**config.mk**
```make
export PLATFORM = sky130hd
export DESIGN_NAME = motor_pwm_driver
export DESIGN_NICKNAME = d
export VERILOG_FILES = /design/src/rtl/motor_pwm_driver_pkg.sv /design/src/rtl/motor_pwm_driver_sync2.sv /design/src/rtl/motor_pwm_driver.sv
export SDC_FILE = /design/constraint.sdc
export NUM_CORES = 1
export LEC_CHECK = 0
export CAP_MARGIN = 0
export CORE_ASPECT_RATIO = 1.1
export CORE_MARGIN = 2
export CORE_UTILIZATION = 54
export CTS_CLUSTER_DIAMETER = 120
export DETAILED_ROUTE_END_ITERATION = 8
export PLACE_DENSITY = 0.85
export SLEW_MARGIN = 20
export SYNTH_ARGS = -nofsm -noshare
export SYNTH_HDL_FRONTEND = slang
export SYNTH_SLANG_ARGS = --single-unit
```
**constraint.sdc**
```tcl
create_clock -name clk -period 4.6 [get_ports clk]
set_input_delay 0.92 -clock clk [delete_from_list [all_inputs] [get_ports clk]]
set_output_delay 0.92 -clock clk [all_outputs]
set_load 0.02 [all_outputs]
```
**src/rtl/motor_pwm_driver_pkg.sv**
```systemverilog
// Shared types and default constants for the motor PWM driver.
package motor_pwm_driver_pkg;

  typedef enum logic [1:0] {
    ST_IDLE,
    ST_RAMP,
    ST_HOLD,
    ST_FAULT
  } state_e;

  localparam int DEF_CNT_BITS = 8;
  localparam int DEF_STEP     = 4;
  localparam int DEF_DUTY_30  = 77;
  localparam int DEF_DUTY_50  = 128;
  localparam int DEF_DUTY_100 = 256;

endpackage

```
**src/rtl/motor_pwm_driver_sync2.sv**
```systemverilog
// Parameterized-width two-flop synchronizer with synchronous active-low reset.
module sync2 #(
  parameter int WIDTH = 1
) (
  input  logic             clk,
  input  logic             rst_n,
  input  logic [WIDTH-1:0] d,
  output logic [WIDTH-1:0] q
);

  logic [WIDTH-1:0] meta_q;
  logic [WIDTH-1:0] sync_q;

  // NOTE: sequential state uses non-blocking assignments so both stages sample together.
  always_ff @(posedge clk) begin
    if (!rst_n) begin
      meta_q <= '0;
      sync_q <= '0;
    end else begin
      meta_q <= d;
      sync_q <= meta_q;
    end
  end

  assign q = sync_q;

endmodule

```
**src/rtl/motor_pwm_driver.sv**
```systemverilog
// Converts one-hot speed levels into a slew-limited, period-aligned PWM drive
// with a latched fault on illegal level combinations.
module motor_pwm_driver
  import motor_pwm_driver_pkg::*;
#(
  parameter int CNT_BITS = DEF_CNT_BITS,
  parameter int STEP     = DEF_STEP,
  parameter int DUTY_30  = DEF_DUTY_30,
  parameter int DUTY_50  = DEF_DUTY_50,
  parameter int DUTY_100 = DEF_DUTY_100
) (
  input  logic              clk,
  input  logic              rst_n,
  input  logic              ena,
  input  logic              lvl_30,
  input  logic              lvl_50,
  input  logic              lvl_100,
  output logic              pwm_out,
  output logic [CNT_BITS:0] duty,
  output logic              at_target,
  output logic              fault
);

  localparam logic [CNT_BITS:0]   STEP_W  = STEP[CNT_BITS:0];
  localparam logic [CNT_BITS:0]   D30     = DUTY_30[CNT_BITS:0];
  localparam logic [CNT_BITS:0]   D50     = DUTY_50[CNT_BITS:0];
  localparam logic [CNT_BITS:0]   D100    = DUTY_100[CNT_BITS:0];
  localparam logic [CNT_BITS-1:0] CNT_MAX = '1;

  logic [2:0]          lvl_s;
  logic [CNT_BITS:0]   target;
  logic                illegal;
  logic                boundary;

  logic [CNT_BITS-1:0] cnt_q,   cnt_d;
  logic [CNT_BITS:0]   duty_q,  duty_d;
  state_e              state_q, state_d;
  logic                pwm_q,   pwm_d;
  logic                fault_q, fault_d;

  sync2 #(.WIDTH(3)) u_sync (
    .clk   (clk),
    .rst_n (rst_n),
    .d     ({lvl_100, lvl_50, lvl_30}),
    .q     (lvl_s)
  );

  // NOTE: every always_comb output gets a default first so no latch is inferred.
  always_comb begin
    target  = '0;
    illegal = 1'b0;
    case (lvl_s)
      3'b000:  target  = '0;
      3'b001:  target  = D30;
      3'b010:  target  = D50;
      3'b100:  target  = D100;
      default: illegal = 1'b1;
    endcase
  end

  assign boundary = ena && (cnt_q == CNT_MAX);

  always_comb begin
    cnt_d   = ena ? cnt_q + 1'b1 : cnt_q;
    duty_d  = duty_q;
    state_d = state_q;

    if (illegal) begin
      // Fault drops the drive immediately instead of waiting for a boundary.
      state_d = ST_FAULT;
      duty_d  = '0;
    end else if (state_q == ST_FAULT) begin
      if (lvl_s == 3'b000) state_d = ST_IDLE;
    end else begin
      if (boundary) begin
        if (duty_q < target)
          duty_d = (target - duty_q > STEP_W) ? duty_q + STEP_W : target;
        else if (duty_q > target)
          duty_d = (duty_q - target > STEP_W) ? duty_q - STEP_W : target;
      end
      if (duty_d != target)  state_d = ST_RAMP;
      else if (target == '0) state_d = ST_IDLE;
      else                   state_d = ST_HOLD;
    end

    fault_d = (state_d == ST_FAULT);
    pwm_d   = ena && (state_q != ST_FAULT) && ({1'b0, cnt_q} < duty_q);
  end

  always_ff @(posedge clk) begin
    if (!rst_n) begin
      cnt_q   <= '0;
      duty_q  <= '0;
      state_q <= ST_IDLE;
      pwm_q   <= 1'b0;
      fault_q <= 1'b0;
    end else begin
      cnt_q   <= cnt_d;
      duty_q  <= duty_d;
      state_q <= state_d;
      pwm_q   <= pwm_d;
      fault_q <= fault_d;
    end
  end

  assign pwm_out   = pwm_q;
  assign duty      = duty_q;
  assign fault     = fault_q;
  assign at_target = (duty_q == target) && !fault_q;

endmodule
```
Yosys cells after proc, flatten, opt, wreduce, memory -nomap -nowiden --
Cells that the tools add are included.
Word-level totals: register bits 27, output and inout bits 12
Cells by class: add/sub/neg operators 5, $lt $le $gt $ge 5, equality and inequality tests 9, multiplexer cells 13, reductions and logical operators 9
Operator list (count):
- 2-to-1 mux 9 bit | 7
- one-hot mux 9 bit (3 select lines) | 1
- > comparator 9 x 3 -> 1 bit (second input constant) | 2
- subtractor 9 bit | 2
- 2-to-1 mux 2 bit | 5
- adder 9 x 3 -> 9 bit (second input constant) | 1
- equality test 9 bit | 1
- > comparator 9 bit | 1
- zero test 9 bit | 1
- less-than comparator 8 x 9 -> 1 bit | 1
- less-than comparator 9 bit | 1
- inequality test 9 bit | 1
- subtractor 9 x 3 -> 9 bit (second input constant) | 1
- adder 8 x 1 -> 8 bit (second input constant) | 1
- equality test 8 bit (second input constant) | 1
- equality test 2 bit (second input constant) | 2
- logical AND 1 bit | 4
- OR reduction 4 bit | 1
- equality test 3 x 1 -> 1 bit (second input constant) | 1
- equality test 3 x 2 -> 1 bit (second input constant) | 1
- equality test 3 bit (second input constant) | 1
- zero test 3 bit | 1
- inequality test 2 bit (second input constant) | 1
- AND reduction 2 bit | 1
- zero test 1 bit | 1

Logic depth before layout (Yosys ltp) --
Gate-level depths: netlist (run 1).
depth after elaboration 15, depth in mapped cells 19

Cells and area by module --
A second synthesis (run 1) with hierarchy kept.
Unflattened totals: cells, all modules 322, area, all modules 2528.7 um^2
By module, submodules not included:
- motor_pwm_driver | instances 1, cells an instance 310, area each 2371.0 um^2, sequential area each 420.4 um^2
- sync2 | instances 1, cells an instance 12, area each 157.7 um^2, sequential area each 120.1 um^2

Worst setup path after synthesis (run 1) --
Ideal clock, no wire load.
kind flip-flop to flip-flop, from reg u_sync.sync_q[0] (netlist: u_sync.q[0]), to reg state_q[1], arrival time 4.373 ns, data required time 4.471 ns, slack 0.099 ns, cell stages (with the launch flop) 19, buffers on the path 4, cells stage by stage dfxtp_1 clkbuf_1 or3b_2 clkbuf_1 inv_1 ha_1 buf_4 or3b_4 a2111oi_4 o311ai_1 or4_1 buf_2 mux2_4 nand2_1 o2111a_1 nor4b_1 o2111a_2 a2111oi_2 nor3_2
On the way: word-level cells in the longest chain between the ends 14, elaborated cells on any way between the ends 26, those cells by class add/sub (2); order compare (4); eq/ne (4); mux (13); reduce/logical (3)
RTL lines:
- from (decl) | line motor_pwm_driver_sync2.sv:12 | logic [WIDTH-1:0] sync_q;
- from (signal assigned) | line motor_pwm_driver_sync2.sv:21 | sync_q <= meta_q;
- equality test 3 bit, or another cell as far along | line motor_pwm_driver.sv:52 | case (lvl_s)
- one-hot mux 9 bit (3 select lines) | line motor_pwm_driver.sv:52
- subtractor 9 bit | line motor_pwm_driver.sv:79 | duty_d = (duty_q - target > STEP_W) ? duty_q - STEP_W : target;
- > comparator 9 x 3 -> 1 bit | line motor_pwm_driver.sv:79
- 2-to-1 mux 9 bit | line motor_pwm_driver.sv:79
- 2-to-1 mux 9 bit | line motor_pwm_driver.sv:78 | else if (duty_q > target)
- 2-to-1 mux 9 bit | line motor_pwm_driver.sv:76 | if (duty_q < target)
- 2-to-1 mux 9 bit | line motor_pwm_driver.sv:75 | if (boundary) begin
- 2-to-1 mux 9 bit | line motor_pwm_driver.sv:72 | end else if (state_q == ST_FAULT) begin
- 2-to-1 mux 9 bit | line motor_pwm_driver.sv:68 | if (illegal) begin
- inequality test 9 bit | line motor_pwm_driver.sv:81 | if (duty_d != target) state_d = ST_RAMP;
- 2-to-1 mux 2 bit | line motor_pwm_driver.sv:81
- 2-to-1 mux 2 bit | line motor_pwm_driver.sv:72
- 2-to-1 mux 2 bit * | line motor_pwm_driver.sv:68
- to (signal assigned) | line motor_pwm_driver.sv:100 | state_q <= state_d;
- to (decl) | line motor_pwm_driver.sv:37 | state_e state_q, state_d;
Mark *: on every way between the ends. The rest lies on a longest branch, timed or not. The select of a mux whose other input is x is not followed. A chain may end at the register's enable or synchronous reset.

Worst setup path in the final report (run 1) --
from reg u_sync.sync_q[2] (netlist: u_sync.q[2]), to reg state_q[1]
The elaborated chain is that of the path after synthesis.

==> results of run 1 <==
-- cells in the mapped netlist (2+ instances only) --
cell / n
nand4_1: 5
ha_1: 23
o211a_1: 3
nand3_1: 10
a211oi_1: 10
nor3b_1: 5
and2_1: 18
a221oi_1: 2
a211o_1: 2
nand2b_1: 8
o31ai_1: 4
o2111a_1: 2
nand2_1: 27
and4_1: 2
or4_1: 2
nor3_2: 2
a31oi_1: 2
and3_1: 5
nor4b_1: 2
inv_1: 15
mux2_2: 2
nor4_1: 3
nor3_1: 7
xor2_1: 4
a311oi_1: 3
o21ai_0: 14
buf_2: 2
nor2b_1: 5
o311ai_0: 2
clkbuf_1: 17
a21oi_1: 21
o211ai_1: 4
dfxtp_1: 27
mux2i_1: 7
nor2_1: 31
xnor2_1: 11
o21a_1: 3
or3_1: 3
o221ai_1: 2
-- power by group --
part | internal (uW) | switching [uW]
combinational | 79.2 | 105
clock | 60.8 | 74.0
sequential | 240 | 7.02
-- stage by stage --
| step | hold WS [ns] | util |
|---|---|---|
| final | 0.440 | 0.643 |
| after global routing | 0.461 | 0.643 |
| after CTS | 0.445 | 0.642 |
| after detailed placement | 0.423 | 0.632 |
| after global placement | 0.414 | 0.632 |
| after floorplan | 0.412 | - |
-- flip-flops by register name (all words and copies together), names as in the netlist --
register	count
cnt_q	8
duty	9
fault	1
pwm_out	1
state_q	2
u_sync.meta_q	3
u_sync.q	3
-- cell families after synthesis --
group,count (synthesis),synth area share
AOI/OAI and AO/OA,89,0.250
and+or+nand+nor,141,0.290
xor gates and xnor gates,15,0.0498
muxes,10,0.0408
buffers and inverters,35,0.0522
adders and majority gates,24,0.113
DFF,27,0.205
-- worst max-delay path: stages, from the launching register on --
cell       delay (ns)
dfxtp_1          0.41
or3b_2           0.52
inv_1            0.17
buf_4            0.16
ha_1             0.23
buf_4            0.18
a21oi_1          0.25
mux2i_1          0.12
a211oi_1         0.39
nor3_2           0.13
buf_4            0.19
a21bo_2          0.22
a211oi_1         0.34
and4bb_1         0.24
o2111a_2         0.28
a2111oi_2        0.26
nor3_2           0.09
-- path summary, 6_finish.rpt --
kind | start | end | slack, ns | depth (start not counted)
max | u_sync.q[2] | state_q[1] | 0.30 | 16
min | u_sync.meta_q[0] | u_sync.q[0] | 0.44 | 1
max reg2reg | u_sync.q[2] | state_q[1] | 0.30 | 16
min reg2reg | u_sync.meta_q[0] | u_sync.q[0] | 0.44 | 1
-- per-layer routing --
metal / up-vias / share of wire / track usage
met5: - / 0 / 0
met4: 0 / 0.039 / 0.123
met3: 30 / 0.060 / 0.0342
met2: 129 / 0.48 / 0.471
met1: 1256 / 0.43 / 0.360
li1: 1290 / - / -
-- cell type report --
class | count | share of cell area
repair buffers | 39 | 0.111
inverters | 15 | 0.0187
clock inverters | 1 | 0.00166
well taps | 56 | 0.0232
flip-flops and latches | 27 | 0.180
multi-input cells | 279 | 0.652
clock buffers | 3 | 0.0137
==> key figures, run 1 <==
Outcome
  • Status: complete, no violations

Clock tree
  • Root Driver: clkbuf_8
  • CTS tree: yes
  • CTS resizes: 0
  • Clk slew on worst S/H paths: around 0.09 ns
  • Total clock buffers created by CTS: 3
  • H-Tree Depth: 1
  • Worst-skew pair later-pin latency: 0.27 ns
  • Clk sinks: 27
  • Setup Fix Bufs, Post-CTS: 0
  • Longest Clk Path Bufs: 2
  • Hold_buf cts: 0

Yosys
  • Distinct cells, synth: 63
  • Seq/Total Area, Yosys: 0.205
  • Netlist Area Pre-Place: around 2600 um2
  • Syn Nets: 370
  • Synth Instances: roughly 340
  • Predominant post-synthesis flop cell: dfxtp_1
  • FF+latch count, synth: 27
  • Asr flop ratio synth: 0
  • Syn avg cell area: 7.74 um2
  • Synth area leader: dfxtp_1
  • Synth warnings: 0
  • Post-synth EDFFs: 0
  • Top post-synthesis cells by area: dfxtp_1 20%, ha_1 11%, nor2_1 4.4%
  • Top cell type's share of synthesized area: 0.205

Power
  • Cell Pwr Density: 188 nW/um2
  • Leak pwr: 0.00125 uW
  • Peak supply drop: 0.216 mV
  • Tot Pwr: approximately 570 uW

STA
  • Worst setup margin: around 0.3 ns
  • Setup TNS: 0 ns
  • RSZ-0062 raised after global routing: false
  • Fmax: 232 MHz
  • Layout Skew: 0.00214 ns
  • Fin crit share: 0.935
  • Final slew viol count: 0
  • Final Critical Period: 4.30 ns
  • Max_slew headroom: 0.455
  • Slew @ Worst Pin: between 0.8 and 0.9 ns
  • Setup violators final: 0
  • Final hold violation count: 0

Floorplanning
  • Core ar.: 4680 um2
  • Row count: 26
  • I/O pin count: 18
  • Starting Density: 0.563
  • Die X-Extent: 70.7 um
  • Die span in y: 77.3 um
  • DIE AREA: 5460 um2

Final layout
  • Layout net count: a little under 400
  • Share of layout cells above drive strength 1: 0.118
  • Number of antenna diodes: 0
  • Commonest non-fill, non-tap cell in the layout: nor2_1
  • Finished Layout Cells: 420
  • Register area: 542 um2
  • Fillers: 429
  • Final Cell Area: 3010 um2
  • Most frequent cells in the layout: 31 x nor2_1, 27 x nand2_1, 26 x dfxtp_1
  • Area of the multi-input gates: 1960 um2
  • Area growth syn-to-layout: 14.2%

Route
  • DR WL/cell: 17.6 um
  • Final ANT Viol Nets: 0
  • Post-Route WL: 7.40 mm
  • Via count: 2705
  • DRT iter0 DRCs: approximately 150
  • Drc violations: 0
  • Vias per cell: 6.44
  • Drt pass-1 iters: 4

GRT
  • First-pass GRT wire length: 12.5 mm
  • GRT Total Usage: 0.281
  • Vias in the first global route: 2650
  • Initial antenna violation count: 0
  • Largest net degree at the start of global routing: 20
  • Grt total ovfl: 0

Worst setup path
  • CP Capture Type: flop
  • Data arrival, critical path: 4.46 ns
  • WP data required: 4.76 ns
  • Startpoint Class: flop
  • Setup CP Type: reg2reg
  • CP Max Fanout: 10

Placement
  • Pre-CTS WS: ~0.28 ns
  • Placed Area: about 3000 um2
  • PortBufs: 17
  • GPL Wtd Cong: about 0.94
  • Hpwl dp: 5.72 mm
  • Inst Count DP: 416

Min path
  • Min-Delay Path Class: reg2reg

Run
  • Max_cap viols: 0
Note: power is estimated with default switching activity, not from simulation.
==> inputs of run 2 (changes only) <==
Settings changed: PLACE_DENSITY 0.85 to 0.82.
==> run 2 against run 1 <==
  * Flip-flop and latch count is the same
  * Clock skew is essentially flat
  * Sequential power hardly changed
  * Fmax down 2.3%
  * Register-to-register slack worse by 0.10 ns
  * Clock power hardly changed
  * Utilization down 1.0 points
  * Count of clock-buffer cells in the layout did not move
  * Via count up 0.48%
  * Critical path type unchanged
==> key figures, run 2 (same netlist as run 1, synthesis figures left out) <==
Clock tree
  • H-Tree Depth: 1
  • CTS tree: yes
  • Total clock buffers created by CTS: 3
  • Root Driver: clkbuf_8
  • Worst-skew pair later-pin latency: 0.27 ns
  • Longest Clk Path Bufs: 2
  • Clk slew on worst S/H paths: 0.09 ns
  • Clk sinks: 27

Outcome
  • Status: complete, no violations

Final layout
  • Share of layout cells above drive strength 1: 0.101
  • Number of antenna diodes: 0
  • Layout net count: slightly below 400
  • Most frequent cells in the layout: 31 x nor2_1, 27 x nand2_1, 27 x dfxtp_1
  • Largest register FFs: 9
  • Commonest non-fill, non-tap cell in the layout: nor2_1
  • Area growth syn-to-layout: 12.4%
  • Post-layout util: 0.633
  • Final Cell Area: 2970 um2

Route
  • Post-Route WL: 7.07 mm
  • Drt pass-1 iters: 5
  • Final ANT Viol Nets: 0
  • Vias per cell: 6.58
  • Drc violations: 0
  • DRT iter0 DRCs: ~300
  • Via count: about 2700
  • DR WL/cell: 17.1 um

STA
  • Setup TNS: 0 ns
  • Final Hold Slack: roughly 0.44 ns
  • Slew @ Worst Pin: just under 0.8 ns
  • Final slew viol count: 0
  • Fmax: 227 MHz
  • Max_slew headroom: 0.474
  • Final hold violation count: 0
  • Final Critical Period: 4.40 ns
  • Fin crit share: 0.957
  • RSZ-0062 raised after global routing: false
  • Setup violators final: 0
  • Layout Skew: 0.00195 ns

GRT
  • Grt total ovfl: 0
  • Initial antenna violation count: 0
  • Largest net degree at the start of global routing: 20
  • Vias in the first global route: 2461
  • First-pass GRT wire length: 11.5 mm
  • GRT Total Usage: 0.260

Worst setup path
  • CP Max Fanout: 10
  • Data arrival, critical path: 4.61 ns
  • Worst stage delay on the critical path: 0.62 ns
  • Setup CP Type: reg2reg
  • WP data required: ~4.8 ns
  • CP max-delay cell: or4_4
  • CP Capture Type: flop
  • Startpoint Class: flop
  • Crit-path leading delay family: simple AND/OR/NAND/NOR gates
  • CP cell instances: or3b_2 -> inv_1 -> ha_1 -> or3b_4 -> a2111oi_4 -> o311ai_1 -> or4_4 -> buf_4 -> nor2_1 -> o31ai_1 -> nor4b_1 -> o2111a_2 -> a2111oi_2 -> nor3_2
  • Bufs and invs on worst path: 2

Floorplanning
  • Row count: 26
  • Core ar.: 4680 um2
  • DIE AREA: 5460 um2
  • I/O pin count: 18
  • Starting Density: 0.563
  • Die X-Extent: 70.7 um
  • Die span in y: between 70 and 80 um

Power
  • Cell Pwr Density: between 150 and 200 nW/um2
  • Leak pwr: ~0.0012 uW
  • Peak supply drop: 0.188 mV

Min path
  • Min-Delay Path Class: reg2reg

Run
  • Max_cap viols: 0

Placement
  • Hpwl dp: 5.32 mm
  • PortBufs: 17
  • Placed Area: 2910 um2
  • GPL Wtd Cong: 1.04
run 2: final timing paths:
kind                                  startpoint           to  slack (ns)  cells after the start
worst max-delay path                 u_sync.q[0]   state_q[1]        0.20                     14
worst min-delay path            u_sync.meta_q[2]  u_sync.q[2]        0.44                      1
worst max register to register       u_sync.q[0]   state_q[1]        0.20                     14
worst min register to register  u_sync.meta_q[2]  u_sync.q[2]        0.44                      1
run 2: timing repair:
item,4_1_cts,5_1_grt
setup endpoints to repair,0,2
gates resized for setup,0,2
hold buffers,0,0
setup buffers,0,0
run 2: through the flow:
step                worst slack [ns]  std cells  power [uW]
floorplan                     0.0985        341         376
global placement               0.339        409         419
detailed placement             0.239        409         421
CTS                            0.184        413         558
global route                  0.0423        413         589
finish                         0.197        413         561
run 2: per-layer routing:
layer / global-route usage / share of wire / vias to the layer above
met5: 0 / 0 / -
met4: 0.136 / 0.039 / 0
met3: 0.0223 / 0.066 / 28
met2: 0.433 / 0.48 / 154
met1: 0.330 / 0.42 / 1254
li1: - / - / 1282
run 2: final cells by class:
cell class | instances | area (um2)
clock buffers | 3 | 41.3
clock inverters | 1 | 7.51
fillers | 431 | 1720
inverters | 15 | 56.3
multi-input cells | 279 | 1970
flip-flops and latches | 27 | 541
well taps | 56 | 70.1
repair buffers | 32 | 283
run 2: power by group:
group          switching [uW]  internal, uW  total (uW)
sequential               8.12           240         248
clock                    74.6          61.5         136
combinational             102          74.7         176
total                     185           376         561
